$ cat src/rtl/control_unit.sv
// control_unit: multicycle RISC-V style control FSM driving datapath strobes from the current state
// Ports:
//   clk, reset (async, active-high)         clock and reset; reset forces FETCH and all outputs low
//   instruction[31:0]                       current IR contents (opcode, funct3, funct7[5] used)
//   alu_equal/less/greater/zero             ALU compare flags, used only for the BRANCH decision
//   PCWriteState, PCSource[1:0]             PC load enable and PC source select
//   DataMemSrc, IntCause, EPCWrite, CauseWrite  exception path controls
//   ALUSrcA[1:0], ALUSrcB[1:0], ALUOp[3:0]  ALU operand and operation selects
//   LoadAOut, LoadRegA, LoadRegB, RegWrite, LoadMDR, IRWrite, DMemOp  register/memory strobes
//   MemToReg[1:0], LoadSplice[1:0], StoreSplice[1:0]  writeback source and access width
//   state[4:0]                              current FSM state, for debug
// Build option: define CTRL_EXC_EN to enable the EXC -> EXC_LD exception sequence.
module control_unit #(
    parameter logic [4:0] RESET_STATE = 5'd0
) (
    input  logic        clk,
    input  logic        reset,
    input  logic [31:0] instruction,
    input  logic        alu_equal,
    input  logic        alu_less,
    input  logic        alu_greater,
    input  logic        alu_zero,
    output logic        PCWriteState,
    output logic [1:0]  PCSource,
    output logic        DataMemSrc,
    output logic        IntCause,
    output logic        EPCWrite,
    output logic        CauseWrite,
    output logic [1:0]  ALUSrcA,
    output logic [1:0]  ALUSrcB,
    output logic [3:0]  ALUOp,
    output logic        LoadAOut,
    output logic        LoadRegA,
    output logic        LoadRegB,
    output logic        RegWrite,
    output logic        LoadMDR,
    output logic        IRWrite,
    output logic        DMemOp,
    output logic [1:0]  MemToReg,
    output logic [1:0]  LoadSplice,
    output logic [1:0]  StoreSplice,
    output logic [4:0]  state
);
    typedef enum logic [4:0] {
        FETCH  = 5'd0,
        FETCH2 = 5'd1,
        DECODE = 5'd2,
        EXEC_R = 5'd3,
        EXEC_I = 5'd4,
        LUI    = 5'd5,
        WB_ALU = 5'd6,
        ADDR   = 5'd7,
        MEM_RD = 5'd8,
        MEM_LD = 5'd9,
        WB_LD  = 5'd10,
        MEM_WR = 5'd11,
        BRANCH = 5'd12,
        BR_FIX = 5'd13,
        JAL    = 5'd14,
        JALR   = 5'd15
`ifdef CTRL_EXC_EN
        ,
        EXC    = 5'd16,
        EXC_LD = 5'd17
`endif
    } state_t;

    typedef struct packed {
        logic       pcw;
        logic [1:0] pcsrc;
        logic       dms;
        logic       cause;
        logic       epcw;
        logic       causew;
        logic [1:0] srca;
        logic [1:0] srcb;
        logic [3:0] aluop;
        logic       ldaout;
        logic       lda;
        logic       ldb;
        logic       regw;
        logic       ldmdr;
        logic       irw;
        logic       dmem;
        logic [1:0] m2r;
        logic [1:0] lsp;
        logic [1:0] ssp;
    } ctl_t;

    localparam logic [3:0] OP_ADD = 4'd0, OP_SUB = 4'd1, OP_AND = 4'd2, OP_OR = 4'd3,
                           OP_XOR = 4'd4, OP_SLL = 4'd5, OP_SRL = 4'd6, OP_SLT = 4'd7;
    localparam logic [6:0] OPC_SYSTEM = 7'b1110011;

    state_t cur, nxt;
    ctl_t   ctl;
    logic   taken, br_taken;
    logic   unused_bits;

    // funct7[5] selects SUB only for register-register ops; for immediates bit 30 is immediate data
    function automatic logic [3:0] alu_fn(input logic [2:0] f3, input logic sub);
        case (f3)
            3'd0:    return sub ? OP_SUB : OP_ADD;
            3'd1:    return OP_SLL;
            3'd4:    return OP_XOR;
            3'd5:    return OP_SRL;
            3'd6:    return OP_OR;
            3'd7:    return OP_AND;
            default: return OP_SLT;
        endcase
    endfunction

    function automatic state_t dispatch(input logic [6:0] op);
        case (op)
            7'b0110011: return EXEC_R;
            7'b0010011: return EXEC_I;
            7'b0000011,
            7'b0100011: return ADDR;
            7'b1100011: return BRANCH;
            7'b1101111: return JAL;
            7'b1100111: return JALR;
            7'b0110111: return LUI;
`ifdef CTRL_EXC_EN
            default:    return EXC;
`else
            default:    return FETCH;
`endif
        endcase
    endfunction

    // Splice code 0=d,1=w,2=h,3=b is the bitwise inverse of funct3[1:0]
    function automatic ctl_t decode(input state_t s, input logic [31:0] ir);
        ctl_t c;
        c = '0;
        case (s)
            FETCH2: begin c.irw = 1'b1; c.srcb = 2'd1; c.pcw = 1'b1; end
            DECODE: begin c.lda = 1'b1; c.ldb = 1'b1; c.srcb = 2'd2; c.ldaout = 1'b1; end
            EXEC_R: begin c.srca = 2'd1; c.aluop = alu_fn(ir[14:12], ir[30]); c.ldaout = 1'b1; end
            EXEC_I: begin c.srca = 2'd1; c.srcb = 2'd2; c.aluop = alu_fn(ir[14:12], 1'b0); c.ldaout = 1'b1; end
            LUI:    begin c.srca = 2'd2; c.srcb = 2'd2; c.ldaout = 1'b1; end
            WB_ALU: c.regw = 1'b1;
            ADDR:   begin c.srca = 2'd1; c.srcb = 2'd2; c.ldaout = 1'b1; end
            MEM_WR: begin c.dmem = 1'b1; c.ssp = ~ir[13:12]; end
            MEM_LD: c.ldmdr = 1'b1;
            WB_LD:  begin c.regw = 1'b1; c.m2r = 2'd1; c.lsp = ~ir[13:12]; end
            BRANCH: begin c.srca = 2'd1; c.aluop = OP_SUB; end
            BR_FIX: begin c.srcb = 2'd1; c.aluop = OP_SUB; c.pcw = 1'b1; end
            JAL:    begin c.regw = 1'b1; c.m2r = 2'd2; c.pcsrc = 2'd1; c.pcw = 1'b1; end
            JALR:   begin c.regw = 1'b1; c.m2r = 2'd2; c.srca = 2'd1; c.srcb = 2'd2; c.pcw = 1'b1; end
`ifdef CTRL_EXC_EN
            EXC:    begin c.epcw = 1'b1; c.causew = 1'b1; c.cause = ir[6:0] == OPC_SYSTEM; c.dms = 1'b1; end
            EXC_LD: begin c.dms = 1'b1; c.cause = ir[6:0] == OPC_SYSTEM; c.pcsrc = 2'd2; c.pcw = 1'b1; end
`endif
            default: ;
        endcase
        return c;
    endfunction

    // beq/bne compare equality, blt/bge compare less; funct3[0] inverts the sense
    assign taken = instruction[14] ? (alu_less ^ instruction[12]) : (alu_equal ^ instruction[12]);

    always_comb begin
        nxt = FETCH;
        case (cur)
            FETCH:                  nxt = FETCH2;
            FETCH2:                 nxt = DECODE;
            DECODE:                 nxt = dispatch(instruction[6:0]);
            EXEC_R, EXEC_I, LUI:    nxt = WB_ALU;
            ADDR:                   nxt = instruction[5] ? MEM_WR : MEM_RD;
            MEM_RD:                 nxt = MEM_LD;
            MEM_LD:                 nxt = WB_LD;
            BRANCH:                 nxt = taken ? BR_FIX : FETCH;
            JAL:                    nxt = BR_FIX;
`ifdef CTRL_EXC_EN
            EXC:                    nxt = EXC_LD;
`endif
            default:                nxt = FETCH;
        endcase
    end

    // Outputs are registered alongside the state so each state's strobes are glitch-free;
    // the IR is stable whenever an instruction-dependent state is entered.
    always_ff @(posedge clk or posedge reset) begin
        if (reset) begin
            cur <= state_t'(RESET_STATE);
            ctl <= '0;
        end else begin
            cur <= nxt;
            ctl <= decode(nxt, instruction);
        end
    end

    // The taken decision is the only flag-dependent output, so it is overlaid combinationally
    assign br_taken     = (cur == BRANCH) && taken;
    assign PCWriteState = ctl.pcw | br_taken;
    assign PCSource     = br_taken ? 2'd1 : ctl.pcsrc;
    assign DataMemSrc   = ctl.dms;
    assign IntCause     = ctl.cause;
    assign EPCWrite     = ctl.epcw;
    assign CauseWrite   = ctl.causew;
    assign ALUSrcA      = ctl.srca;
    assign ALUSrcB      = ctl.srcb;
    assign ALUOp        = ctl.aluop;
    assign LoadAOut     = ctl.ldaout;
    assign LoadRegA     = ctl.lda;
    assign LoadRegB     = ctl.ldb;
    assign RegWrite     = ctl.regw;
    assign LoadMDR      = ctl.ldmdr;
    assign IRWrite      = ctl.irw;
    assign DMemOp       = ctl.dmem;
    assign MemToReg     = ctl.m2r;
    assign LoadSplice   = ctl.lsp;
    assign StoreSplice  = ctl.ssp;
    assign state        = cur;

    assign unused_bits = ^{instruction[31], instruction[29:15], instruction[11:7], alu_greater, alu_zero};
endmodule

$ cat config.mk
export PLATFORM = sky130hd
export DESIGN_NAME = control_unit
export DESIGN_NICKNAME = d
export VERILOG_FILES = /design/src/rtl/control_unit.sv
export SDC_FILE = /design/constraint.sdc
export NUM_CORES = 1
export LEC_CHECK = 0
export ABC_AREA = 1
export CORE_MARGIN = 1.5
export CORE_UTILIZATION = 30
export CTS_CLUSTER_SIZE = 12
export DETAILED_ROUTE_END_ITERATION = 6
export REMOVE_ABC_BUFFERS = 1
export SETUP_SLACK_MARGIN = 0.4
export SLEW_MARGIN = 20
export SYNTH_ARGS = -nofsm -noshare
export SYNTH_HDL_FRONTEND = slang
export SYNTH_SLANG_ARGS = --single-unit
$ cat constraint.sdc
create_clock -name clk -period 1.7 [get_ports clk]
set_input_delay 0.255 -clock clk [delete_from_list [all_inputs] [get_ports clk]]
set_output_delay 0.255 -clock clk [all_outputs]
set_load 0.01 [all_outputs]
* Yosys cells after proc, flatten, opt, wreduce, memory -nomap -nowiden
Cells that the tools add are included.
** Word-level totals
- Logic and storage cells :: 93
- Bits in registers :: 29
- Bits of input ports :: 38
- Output and inout port bits :: 33
** Cells by class
- Muxes and demuxes :: 23
- Reduce and logical (&&, ||, !) cells :: 13
- Eq/ne operators :: 37
- Bitwise operators :: 4
** Operators with widths (number)
- equality test 5 x 4 -> 1 bit, second input constant :: 11
- case mux 3 bit (6 select lines) :: 2
- case mux 4 bit (9 select lines) :: 1
- equality test 5 x 3 -> 1 bit, second input constant :: 7
- case mux 4 bit (7 select lines) :: 1
- equality test 7 x 6 -> 1 bit, second input constant :: 3
- equality test 7 bit, second input constant :: 3
- equality test 5 x 2 -> 1 bit, second input constant :: 4
- OR reduction 5 bit :: 3
- equality test 3 bit, second input constant :: 4
- case mux 2 bit (2 select lines) :: 3
- equality test 5 x 1 -> 1 bit, second input constant :: 2
- two-way mux 2 bit :: 5
- two-way mux 1 bit :: 9
- case mux 3 bit (3 select lines) :: 1
- OR reduction 2 bit :: 4
- OR reduction 4 bit :: 2
- equality test 7 x 2 -> 1 bit, second input constant :: 1
- equality test 7 x 5 -> 1 bit, second input constant :: 1
- logical NOT 5 bit :: 1
- two-way mux 4 bit :: 1
- equality test 3 x 1 -> 1 bit, second input constant :: 1
- logical NOT 3 bit :: 1
- OR reduction 3 bit :: 1
- other kinds (4) :: 5

* Longest topological paths before layout
Gate-level depths: netlist (run 1).
- Word-level depth :: 7
- Depth in mapped cells :: 12

* Worst setup path after synthesis (run 1)
OpenSTA, ideal clock, no wires.
- Path type :: register -> register
- From :: register cur[3] (netlist: state[3])
- To :: register ctl, in the netlist ALUOp[1]
- Stages on the path, launching flop included :: 13
- Slack :: 0.235 ns
- Required time :: 1.581 ns
- Arrival time :: 1.346 ns
- Setup time :: 0.119 ns
- Period minus slack after synthesis :: 1.465 ns
- Cells stage by stage :: dfrtp_1 > inv_2 > nand2_1 > nor2_2 > nand2_4 > inv_2 > nor2_4 > nand2_4 > clkinv_2 > nand3_2 > nor2_4 > nor2_2 > nor2_1
** On the way
- Longest elaborated chain between the ends :: 6
** RTL lines
- from (decl) :: line 94 : state_t cur, nxt;
- from (signal assigned) :: line 184 : cur <= state_t'(RESET_STATE);
- from (signal assigned) :: line 187 : cur <= nxt;
- equality test 5 x 2 -> 1 bit / equality test 5 x 3 -> 1 bit (equally long branches) :: line 163 : case (cur)
- OR reduction 3 bit :: line 163
- case mux 4 bit (9 select lines) (*) :: line 163
- named net nxt[1] :: line 94
- equality test 5 x 4 -> 1 bit :: line 134 : case (s)
- OR reduction 2 bit (no source line)
- case mux 3 bit (3 select lines) (*) :: line 134
- to (signal assigned) :: line 188 : ctl <= decode(nxt, instruction);
- to (decl) :: line 95 : ctl_t ctl;
The timed path passes the listed nets; every way through them passes the cells marked *.

* Final worst setup path (run 1)
- From :: register cur[3] (netlist: state[3])
- To :: register ctl, in the netlist ALUOp[1]
** On the way
- Longest elaborated chain between the ends :: 6
** RTL lines (line)
- equality test 5 x 2 -> 1 bit / equality test 5 x 3 -> 1 bit (equally long branches) :: 163
- OR reduction 3 bit :: 163
- case mux 4 bit (9 select lines) (*) :: 163
- equality test 5 x 4 -> 1 bit :: 134
- OR reduction 2 bit (no source line)
- case mux 3 bit (3 select lines) (*) :: 134
Every way passes the cells marked *; elsewhere a longest branch is shown, timed or not.

==> impl_results.md, run 1 <==
- Critical path type: reg2reg
- Static Leak: 1.35 nW
- Critical Path RT: 1.90 ns
- Hold Path Class: in2async
- Slew Limit Fails: 0
- Area post-placement: 1970 um^2
- CP bufs+invs: 2
- Fill count: 467
- I/O pin cnt: 71
- Status: finished, final reports clean
- Root buffer cell: clkbuf_8
- Initial Utilization: 0.312
- Wirelength, routed: 3820 um
- Total Routing Usage GR: 0.142
- Initial DRC Count: 36
- Clock transition at path regs: 0.09 ns
- Area leader, netlist: dfrtp_1
- Pre-CTS setup slack: -0.368 ns
- Fmax: 0.604 GHz
- # diodes: 0
- Sequential area share after synthesis: 0.422
- TritonCTS clock tree: yes
- H-tree depth: 1
- Max cap viols: 0
- Most frequent cells in the layout: 29 x nand2_1, 28 x buf_4, 25 x dfrtp_1
- Synth warn: 0
- Total CTS buffers: 3
- Chip width: 73.3 um
- Setup ws final: 0.0431 ns
- GR Layer Usage met2: 0.264
- Final setup fails: 0
- Number of global-route vias before repair: 1351
- Worst EP arrival: 1.86 ns
- Finished layout cell area: 2390 um^2
- Crit path launch type: flop
- Pre-Repair DR Iteration Count: 4
- Fin nets: 296
- Pin count of the biggest net entering global routing: 26
- Clock Sinks: 25
- ANT nets after route: 0
- Hold_ws: 0.330 ns
- Wire length per cell: 11.8 um
- GR Util met1: 0.161
- Most frequent CP cell: nor2_4
- Pwr dens: 1610 nW/um^2
- R2R Setup Slk: 0.04 ns
- Slowest stage cell, crit path: dfrtp_1
- Critical-path cell list: buf_6 -> nand4_1 -> buf_4 -> nand3_4 -> nor2_4 -> nand3_2 -> nor2_4 -> nor2_2 -> nor2_1
- Clock skew: 0.00573 ns
- Clock latency on the worst-skew pair: 0.27 ns
- Period utilisation layout: 0.975
- Die span in y: 73.3 um
- Netlist cell types: 20
- Syn Area/Cell: 7.88 um^2
- Initial antenna violation count: 0
- DP Wirelength: 2480 um
- Synth Cell Area: 1480 um^2
- GPL Wtd Cong: 0.774
- FF+latch count, synth: 25
- Worst vdd ir: 796 uV
- RSZ-0062 raised after global routing: yes
- Largest delay share family, worst path: simple AND/OR/NAND/NOR gates
- IO buf count: 40
- Clock buffer depth: 2
- DR vias: 1397
- Final Hold Viols: 0
- DRC: 0
- Period minus WS final: 1.66 ns
- Die area: 5370 um^2
- Grt peak-use layer: met2
- First-pass GRT wire length: 5900 um
- Core area: 4750 um^2
- Vias per inst: 4.31
- Placement row count: 25
- Share of layout cells above drive strength 1: 0.436
- Grt ovf: 0
- Gate Count Post-Synth: 188
- Largest cells by area after synthesis: dfrtp_1 42%, buf_4 11%, nand2_1 10%
- Grt met3 use: 0.0370
- Share of the synthesized area in the top cell type: 0.422
- Delay of the slowest cell on the worst path: 0.41 ns
- CP Capture Type: flop
- Area growth, synth to finish: 61.2%
- CP Max Fanout: 6
- Most common cell after layout, fill and taps aside: nand2_1
## state kept, by name (all words and copies together), names as in the netlist
register     cells
ALUOp            3
LoadMDR          1
DMemOp           1
state            4
RegWrite         1
LoadSplice       2
LoadRegA         1
LoadAOut         1
MemToReg         2
ALUSrcB          2
ALUSrcA          2
ctl              2
IRWrite          1
StoreSplice      2
## layout make-up
class	instances	area (um^2)	area share
sequential	25	626	0.262
tap	67	83.8	0.0351
clock inverter	1	5.00	0.00210
clock buffer	3	41.3	0.0173
inverter	30	130	0.0545
timing repair buffer	80	713	0.299
multi-input combinational	118	790	0.331
## power by group
group	internal (mW)	total [mW]	switching (mW)
clock network	0.164	0.359	0.194
registers	0.763	0.819	0.0555
logic	1.23	2.67	1.44
## logic make-up (layout without fill, tap and decap cells)
family	count (synthesis)	count (layout)	share of synthesized area
other	1	7	0.00253
AND/OR/NAND/NOR	104	104	0.364
AO/OA/AOI/OAI	7	7	0.0279
flip-flops	25	25	0.422
buffers and inverters	51	114	0.183
## synthesized netlist by cell type
| library cell | count |
|---|---|
| nor2_4 | 4 |
| nand3b_1 | 1 |
| conb_1 | 1 |
| nand4_1 | 2 |
| inv_1 | 22 |
| o21ai_2 | 1 |
| dfrtp_1 | 25 |
| buf_4 | 21 |
| nor2_1 | 15 |
| nand3_1 | 20 |
| a21oi_1 | 5 |
| nand2_1 | 41 |
| nor2_2 | 9 |
| a21o_1 | 1 |
| inv_2 | 7 |
| nand2_4 | 3 |
| nor3_1 | 1 |
| nand2_2 | 3 |
| clkinv_2 | 1 |
| nand3_2 | 5 |
## worst register-to-register path: stages, from the launching register on
cell and delay [ns]:
dfrtp_1 0.41, buf_6 0.15, nand4_1 0.15, buf_4 0.16, nand3_4 0.08, nor2_4 0.20
nand3_2 0.13, nor2_4 0.15, nor2_2 0.07, nor2_1 0.10
## per-layer routing
metal	share of wire	wire [um]
met1	0.40	1540
met5	0	0
met4	0.0065	25
met3	0.031	120
met2	0.56	2140
## final timing paths
kind                                 startpoint             to  cells after the start
worst max-delay path                   state[3]       ALUOp[1]                      9
worst min-delay path                      reset       state[2]                      3
worst max register to register         state[3]       ALUOp[1]                      9
worst min register to register         state[1]        LoadMDR                      5
max in group asynchronous                 reset       ALUOp[2]                      3
min in group clk                instruction[12]  LoadSplice[0]                      3
## metrics by stage
| stage | util | power [mW] | setup TNS (ns) | cells |
|---|---|---|---|---|
| global placement | 0.415 | 2.67 | -3.50 | 299 |
| global route | 0.502 | 4.09 | -0.0699 | 324 |
| detailed placement | 0.415 | 2.68 | -4.27 | 299 |
| floorplan | - | 1.87 | 0 | 173 |
| CTS | 0.471 | 3.43 | 0 | 317 |
| finish | 0.502 | 3.84 | 0 | 324 |
## what timing repair did
action / 4_1_cts / 5_1_grt
pin swaps: 17 / 17
endpoints found under the setup margin: 40 / 21
buffers inserted: 14 / 7
hold buffers: 0 / 0
gates resized for setup: 93 / 27
Note: power is estimated with default switching activity, not from simulation.
==> run 2, diff against run 1 <==
--- a/config.mk
+++ b/config.mk
@@ -8,6 +8,7 @@
 export ABC_AREA = 1
 export CORE_MARGIN = 1.5
 export CORE_UTILIZATION = 30
+export CTS_BUF_LIST = sky130_fd_sc_hd__clkbuf_2 sky130_fd_sc_hd__clkbuf_4 sky130_fd_sc_hd__clkbuf_8
 export CTS_CLUSTER_SIZE = 12
 export DETAILED_ROUTE_END_ITERATION = 6
 export REMOVE_ABC_BUFFERS = 1
==> results of run 2 <==
Final layout, timing and power as in run 1 (identical DEF).
